===== src/rtl/kab_key_debouncer.sv =====
// Kabeta N-channel key conditioner: 2-flop sync, per-key debounce FSM, sticky press flags, irq.
// Optional hold-to-repeat events are compiled in when KEY_AUTOREPEAT_EN is defined.
module kab_key_debouncer #(
  parameter int NUM_KEYS        = 9,
  parameter int DEBOUNCE_CYCLES = 1000000,
  parameter int REPEAT_DELAY    = 25000000,
  parameter int REPEAT_PERIOD   = 5000000,
  parameter bit KEY_ACTIVE_LOW  = 1'b1
) (
  input  logic                clock,
  input  logic                reset,
  input  logic [NUM_KEYS-1:0] keys,
  input  logic [NUM_KEYS-1:0] ack,
  output logic [NUM_KEYS-1:0] keyState,
  output logic [NUM_KEYS-1:0] pressPend,
  output logic                irq
);

  localparam int CW = $clog2(DEBOUNCE_CYCLES + 1);
  localparam logic [CW-1:0] CNT_LAST = CW'(DEBOUNCE_CYCLES - 1);
  localparam logic [NUM_KEYS-1:0] RELEASED_RAW = KEY_ACTIVE_LOW ? '1 : '0;

  typedef enum logic [1:0] {
    IDLE,
    PRESS_WAIT,
    HELD,
    RELEASE_WAIT
  } keyFsm_t;

  if (NUM_KEYS < 1 || NUM_KEYS > 32) begin : gBadNumKeys
    $error("kab_key_debouncer: NUM_KEYS must be 1..32");
  end
  if (DEBOUNCE_CYCLES < 2) begin : gBadDebounce
    $error("kab_key_debouncer: DEBOUNCE_CYCLES must be >= 2");
  end
  if (REPEAT_DELAY < 1 || REPEAT_PERIOD < 1) begin : gBadRepeat
    $error("kab_key_debouncer: REPEAT_DELAY and REPEAT_PERIOD must be >= 1");
  end

  logic [NUM_KEYS-1:0] syncA;
  logic [NUM_KEYS-1:0] syncB;
  logic [NUM_KEYS-1:0] pressed;
  logic [NUM_KEYS-1:0] pendNext;

  // Synchroniser idles at the released raw level so reset never looks like a press.
  always_ff @(posedge clock or posedge reset) begin
    if (reset) begin
      syncA <= RELEASED_RAW;
      syncB <= RELEASED_RAW;
    end else begin
      syncA <= keys;
      syncB <= syncA;
    end
  end

  assign pressed = KEY_ACTIVE_LOW ? ~syncB : syncB;

  for (genvar k = 0; k < NUM_KEYS; k++) begin : gKey
    keyFsm_t       state;
    keyFsm_t       stateNext;
    logic [CW-1:0] cnt;
    logic [CW-1:0] cntNext;
    logic [CW-1:0] cntInc;
    logic          level;
    logic          levelNext;
    logic          pressEvent;
    logic          repeatEvent;
    logic          pend;

    always_ff @(posedge clock or posedge reset) begin
      if (reset) begin
        state <= IDLE;
        cnt   <= '0;
        level <= 1'b0;
      end else begin
        state <= stateNext;
        cnt   <= cntNext;
        level <= levelNext;
      end
    end

    // Any sample disagreeing with the pending direction restarts the window from zero.
    always_comb begin
      stateNext  = state;
      cntNext    = cnt;
      levelNext  = level;
      pressEvent = 1'b0;
      cntInc     = cnt + CW'(1);
      case (state)
        IDLE: begin
          if (pressed[k]) begin
            stateNext = PRESS_WAIT;
            cntNext   = '0;
          end
        end
        PRESS_WAIT: begin
          if (!pressed[k]) begin
            stateNext = IDLE;
            cntNext   = '0;
          end else if (cntInc == CNT_LAST) begin
            stateNext  = HELD;
            cntNext    = '0;
            levelNext  = 1'b1;
            pressEvent = 1'b1;
          end else begin
            cntNext = cntInc;
          end
        end
        HELD: begin
          if (!pressed[k]) begin
            stateNext = RELEASE_WAIT;
            cntNext   = '0;
          end
        end
        RELEASE_WAIT: begin
          if (pressed[k]) begin
            stateNext = HELD;
            cntNext   = '0;
          end else if (cntInc == CNT_LAST) begin
            stateNext = IDLE;
            cntNext   = '0;
            levelNext = 1'b0;
          end else begin
            cntNext = cntInc;
          end
        end
        default: begin
          stateNext = IDLE;
          cntNext   = '0;
          levelNext = 1'b0;
        end
      endcase
    end

`ifdef KEY_AUTOREPEAT_EN
    localparam int RPT_MAX = (REPEAT_DELAY > REPEAT_PERIOD) ? REPEAT_DELAY : REPEAT_PERIOD;
    localparam int RW = $clog2(RPT_MAX + 1);

    logic [RW-1:0] rptCnt;
    logic [RW-1:0] rptCntNext;
    logic [RW-1:0] rptInc;
    logic          rptFirstDone;
    logic          rptFirstNext;
    logic          enterHeld;

    assign enterHeld = (stateNext == HELD) && (state != HELD);

    always_ff @(posedge clock or posedge reset) begin
      if (reset) begin
        rptCnt       <= '0;
        rptFirstDone <= 1'b0;
      end else begin
        rptCnt       <= rptCntNext;
        rptFirstDone <= rptFirstNext;
      end
    end

    // Repeat timer runs only while steadily held; release bounces pause it and re-entry restarts it.
    always_comb begin
      rptCntNext   = rptCnt;
      rptFirstNext = rptFirstDone;
      repeatEvent  = 1'b0;
      rptInc       = rptCnt + RW'(1);
      if (enterHeld) begin
        rptCntNext   = '0;
        rptFirstNext = 1'b0;
      end else if (state == HELD && pressed[k]) begin
        if (!rptFirstDone) begin
          if (rptInc == RW'(REPEAT_DELAY)) begin
            repeatEvent  = 1'b1;
            rptCntNext   = '0;
            rptFirstNext = 1'b1;
          end else begin
            rptCntNext = rptInc;
          end
        end else if (rptInc == RW'(REPEAT_PERIOD)) begin
          repeatEvent = 1'b1;
          rptCntNext  = '0;
        end else begin
          rptCntNext = rptInc;
        end
      end
    end
`else
    assign repeatEvent = 1'b0;
`endif

    // A new event beats an acknowledge landing on the same edge.
    assign pendNext[k] = (pend & ~ack[k]) | pressEvent | repeatEvent;

    always_ff @(posedge clock or posedge reset) begin
      if (reset) begin
        pend <= 1'b0;
      end else begin
        pend <= pendNext[k];
      end
    end

    assign keyState[k]  = level;
    assign pressPend[k] = pend;
  end

  // Registered so the interrupt line cannot glitch while flags set and clear together.
  always_ff @(posedge clock or posedge reset) begin
    if (reset) begin
      irq <= 1'b0;
    end else begin
      irq <= |pendNext;
    end
  end

endmodule


===== config.mk =====
export PLATFORM = sky130hd
export DESIGN_NAME = kab_key_debouncer
export DESIGN_NICKNAME = d
export VERILOG_FILES = /design/src/rtl/kab_key_debouncer.sv
export SDC_FILE = /design/constraint.sdc
export NUM_CORES = 1
export LEC_CHECK = 0
export CORE_UTILIZATION = 63
export DETAILED_ROUTE_END_ITERATION = 12
export PLACE_DENSITY = 0.81
export RECOVER_POWER = 100
export SYNTH_ARGS = -nofsm -noshare
export SYNTH_HDL_FRONTEND = slang
export SYNTH_SLANG_ARGS = --single-unit

===== constraint.sdc =====
create_clock -name clock -period 8.75 [get_ports clock]
set_input_delay 1.75 -clock clock [delete_from_list [all_inputs] [get_ports clock]]
set_output_delay 1.75 -clock clock [all_outputs]
set_load 0.1 [all_outputs]

==> load_flow_metrics.sql <==
INSERT INTO impl_metrics (metric_group, metric, value, unit) VALUES
('placed_design', 'detailedPlacementHpwl', '22.3', 'mm'),
('power', 'power.density', '162', 'nW/µm²'),
('grt', 'antenna_found_initial', '0', ''),
('run', 'max_cap_violations', '3', ''),
('die', 'floorplan.core_area', '22900', 'µm²'),
('placed_design', 'port-buffer-count', '38', ''),
('die', 'ioPinCount', '39', ''),
('synthesis', 'main_synth_ff_type', 'sky130_fd_sc_hd__dfrtp_1', ''),
('hold_path', 'worst_hold_path_type', 'reg2reg', ''),
('clocking', 'htreeDepth', '1', ''),
('die', 'fp.dieW', '156', 'µm'),
('timing', 'fin_tns_setup', '0', 'ns'),
('die', 'floorplan.rows', '55', ''),
('timing', 'clock.fmax', '200', 'MHz'),
('worst_setup_path', 'critPathSlowestCell', 'sky130_fd_sc_hd__clkinvlp_2', ''),
('timing', 'slew_headroom', '-159', '%'),
('synthesis', 'synth_enable_flop_cells', '0', ''),
('route', 'routed-via-count', '12900', ''),
('finish', 'finalInstanceArea', '15900', 'µm²'),
('worst_setup_path', 'worst_setup_path_start_kind', 'input pin', ''),
('synthesis', 'synth_fp_nets', '1776', ''),
('timing', 'maxSlewViolCount', '129', ''),
('synthesis', 'synth_warnings', '0', ''),
('timing', 'fin_skew', '0.0184', 'ns'),
('die', 'die_height', '156', 'µm'),
('synthesis', 'cells_after_synth', '1730', ''),
('synthesis', 'ys_ff_latch', '235', ''),
('die', 'initial_core_util', '64.9', '%'),
('grt', 'first_global_vias', '11800', ''),
('worst_setup_path', 'crit_path_max_fanout', '89', ''),
('clocking', 'cts.root.buffer_cell', 'sky130_fd_sc_hd__clkbuf_16', ''),
('clocking', 'numCtsBuffers', '25', ''),
('clocking', 'clk-insertion-delay-late', '0.54', 'ns'),
('worst_setup_path', 'path_cells', 'dlygate4sd3_1, clkinvlp_2, buf_4', ''),
('timing', 'unrepaired_setup_endpoints_after_global_routing', 'no', ''),
('synthesis', 'synth_async_sr_flop_share', '100', '%'),
('synthesis', 'syn_area', '14900', 'µm²'),
('route', 'drt_first_pass_iters', '5', ''),
('route', 'dr_wl_met2', '15.1', 'mm'),
('route', 'drt-total-wl', '32.4', 'mm'),
('clocking', 'cts.sinks', '235', ''),
('synthesis', 'yosysSeqAreaShare', '39.7', '%'),
('placed_design', 'dpl.cell_count', '1977', ''),
('timing', 'worstMarginPinSlew', '3.86', 'ns'),
('worst_setup_path', 'arrival', '5.53', 'ns'),
('placed_design', 'placedInstanceArea', '15200', 'µm²'),
('clocking', 'clkSlewWorstSetupHoldPaths', '0.06', 'ns'),
('die', 'die_area', '24200', 'µm²'),
('run_status', 'run_status', 'finished with violations', ''),
('finish', 'layout-area-overhead-vs-synth', '6.81', '%'),
('worst_setup_path', 'worstRegToRegCells', '9', ''),
('synthesis', 'synth_cell_types', '91', ''),
('hold_path', 'min_path_cells', '0', ''),
('clocking', 'count_of_instances_resized_after_the_clock_tree_is_built', '0', ''),
('finish', 'finish.cell_count_without_fillers', '2023', ''),
('worst_setup_path', 'worstPathBufferInverterCount', '3', ''),
('clocking', 'setup_fix_bufs_post_cts', '0', ''),
('clocking', 'post_cts_hold_buffer_count', '0', ''),
('synthesis', 'synth.avg_cell_area', '8.59', 'µm²'),
('timing', 'timing.final.setup_violations', '0', ''),
('power', 'worst_ir_drop_vdd', '0.149', 'mV'),
('grt', 'global_route_wire_length_before_repair', '55.7', 'mm'),
('route', 'post-route-drc-count', '0', ''),
('power', 'p_leak', '6.71', 'nW'),
('clocking', 'tritoncts', 'built', ''),
('run_status', 'failing_checks', 'max-capacitance violations, max-slew violations', ''),
('grt', 'overall_routing_resource_usage', '27.3', '%'),
('route', 'routedWlPerCell', '16.0', 'µm'),
('worst_setup_path', 'nature_of_the_critical_path_endpoint', 'asynchronous set/reset pin', ''),
('route', 'detail_route_met3_wl', '1.41', 'mm'),
('worst_setup_path', 'cp_slowest_stage_delay', '2.17', 'ns');
kinds of logic (layout without fill, tap and decap cells):
family,after synthesis,in the layout,synth area share [%]
muxes,16,16,1.11
buffers and inverters,170,150,5.19
AOI/OAI and AO/OA,448,448,19.7
and+or+nand+nor,777,777,28.7
xor gates and xnor gates,58,58,3.42
DFF,235,235,39.7
adders and majority gates,26,26,2.19
cells in the mapped netlist (26+ instances only):
| cell | n | area [µm²] |
|---|---|---|
| sky130_fd_sc_hd__and4_1 | 26 | 228 |
| sky130_fd_sc_hd__ha_1 | 26 | 325 |
| sky130_fd_sc_hd__nand4_1 | 64 | 400 |
| sky130_fd_sc_hd__inv_1 | 61 | 229 |
| sky130_fd_sc_hd__a21oi_1 | 46 | 230 |
| sky130_fd_sc_hd__nand2_1 | 180 | 676 |
| sky130_fd_sc_hd__and3_1 | 32 | 200 |
| sky130_fd_sc_hd__o21ai_0 | 166 | 831 |
| sky130_fd_sc_hd__nor2_1 | 95 | 357 |
| sky130_fd_sc_hd__nor4_1 | 42 | 263 |
| sky130_fd_sc_hd__or3_1 | 29 | 181 |
| sky130_fd_sc_hd__xnor2_1 | 37 | 324 |
| sky130_fd_sc_hd__nor3_1 | 67 | 335 |
| sky130_fd_sc_hd__buf_2 | 37 | 185 |
| sky130_fd_sc_hd__dfrtp_1 | 217 | 5430 |
| sky130_fd_sc_hd__nand3_1 | 88 | 440 |
| sky130_fd_sc_hd__a21o_1 | 66 | 495 |
| sky130_fd_sc_hd__clkbuf_1 | 42 | 158 |
sequential cells by signal (all words and copies together) (netlist names), named ones only:
name        cells
syncB           9
gKey.cnt      180
syncA           9
gKey.level      9
irq             1
gKey.state      9
gKey.pend       9
worst reg2reg max path: cells and delay by family, from the launching register on:
kind / cells / cell delay (ns)
simple gates: 5 / 2.10
flops: 1 / 0.49
xor+xnor: 1 / 0.21
buf+inv: 1 / 0.35
compound gates: 2 / 1.62
cells in the final DEF (no fill, tap or decap), types with 17 or more instances in the layout:
master	count
sky130_fd_sc_hd__dfrtp_1	217
sky130_fd_sc_hd__nand2_1	180
sky130_fd_sc_hd__o21ai_0	167
sky130_fd_sc_hd__nor2_1	95
sky130_fd_sc_hd__nand3_1	88
sky130_fd_sc_hd__nor3_1	67
sky130_fd_sc_hd__a21o_1	66
sky130_fd_sc_hd__nand4_1	65
sky130_fd_sc_hd__inv_1	60
sky130_fd_sc_hd__a21oi_1	46
sky130_fd_sc_hd__nor4_1	45
sky130_fd_sc_hd__xnor2_1	37
sky130_fd_sc_hd__and3_1	32
sky130_fd_sc_hd__or3_1	29
sky130_fd_sc_hd__dlygate4sd3_1	29
sky130_fd_sc_hd__and4_1	26
sky130_fd_sc_hd__ha_1	26
sky130_fd_sc_hd__clkbuf_16	25
sky130_fd_sc_hd__nor3b_1	23
sky130_fd_sc_hd__a31oi_1	23
sky130_fd_sc_hd__nor2b_1	23
sky130_fd_sc_hd__nand2b_1	23
sky130_fd_sc_hd__o31ai_1	23
sky130_fd_sc_hd__xor2_1	21
sky130_fd_sc_hd__dfstp_2	17
worst paths after layout:
| check | slack (ns) | from | end |
|---|---|---|---|
| min in group asynchronous | 2.82 | reset | gKey[1].cnt[11] |
| worst min-delay path | 0.35 | syncA[8] | syncB[8] |
| worst max-delay path | 3.75 | reset | gKey[2].pend |
| worst min register to register | 0.35 | syncA[8] | syncB[8] |
| worst max register to register | 3.87 | gKey[1].cnt[3] | gKey[1].cnt[9] |
| max in group clock | 3.87 | gKey[1].cnt[3] | gKey[1].cnt[9] |
report_power, final:
part | internal [mW] | switching (mW) | total [mW] | leakage (nW)
Clock | 0.592 | 0.433 | 1.02 | 0.392
Combinational | 0.102 | 0.235 | 0.337 | 3.14
Sequential | 1.13 | 0.0836 | 1.22 | 3.19
final cells by class:
class / instances / area [µm²]
well taps: 313 / 392
flip-flops and latches: 235 / 5900
multi-input cells: 1325 / 8150
fillers: 1805 / 7030
clock inverters: 10 / 85.1
inverters: 61 / 230
repair buffers: 43 / 410
clock buffers: 36 / 707
stage by stage:
stage | util [%] | setup WS (ns) | total power [mW] | hold slack [ns]
6_report | 69.3 | 3.75 | 2.58 | 0.355
5_1_grt | 69.3 | 2.97 | 2.71 | 0.358
4_1_cts | 69.7 | 4.86 | 2.61 | 0.356
3_5_place_dp | 66.2 | 4.98 | 1.58 | 0.347
2_1_floorplan | - | 0.583 | 1.48 | 0.345
3_3_place_gp | 66.2 | 5.00 | 1.56 | 0.346
layer usage:
layer / track usage (%) / up-vias
met3: 2.72 / 52
met2: 44.3 / 310
met1: 39.1 / 6171
li1: - / 6319
met5: 0 / -
met4: 7.42 / 0
No activity file was read; power rests on OpenSTA's default activity.
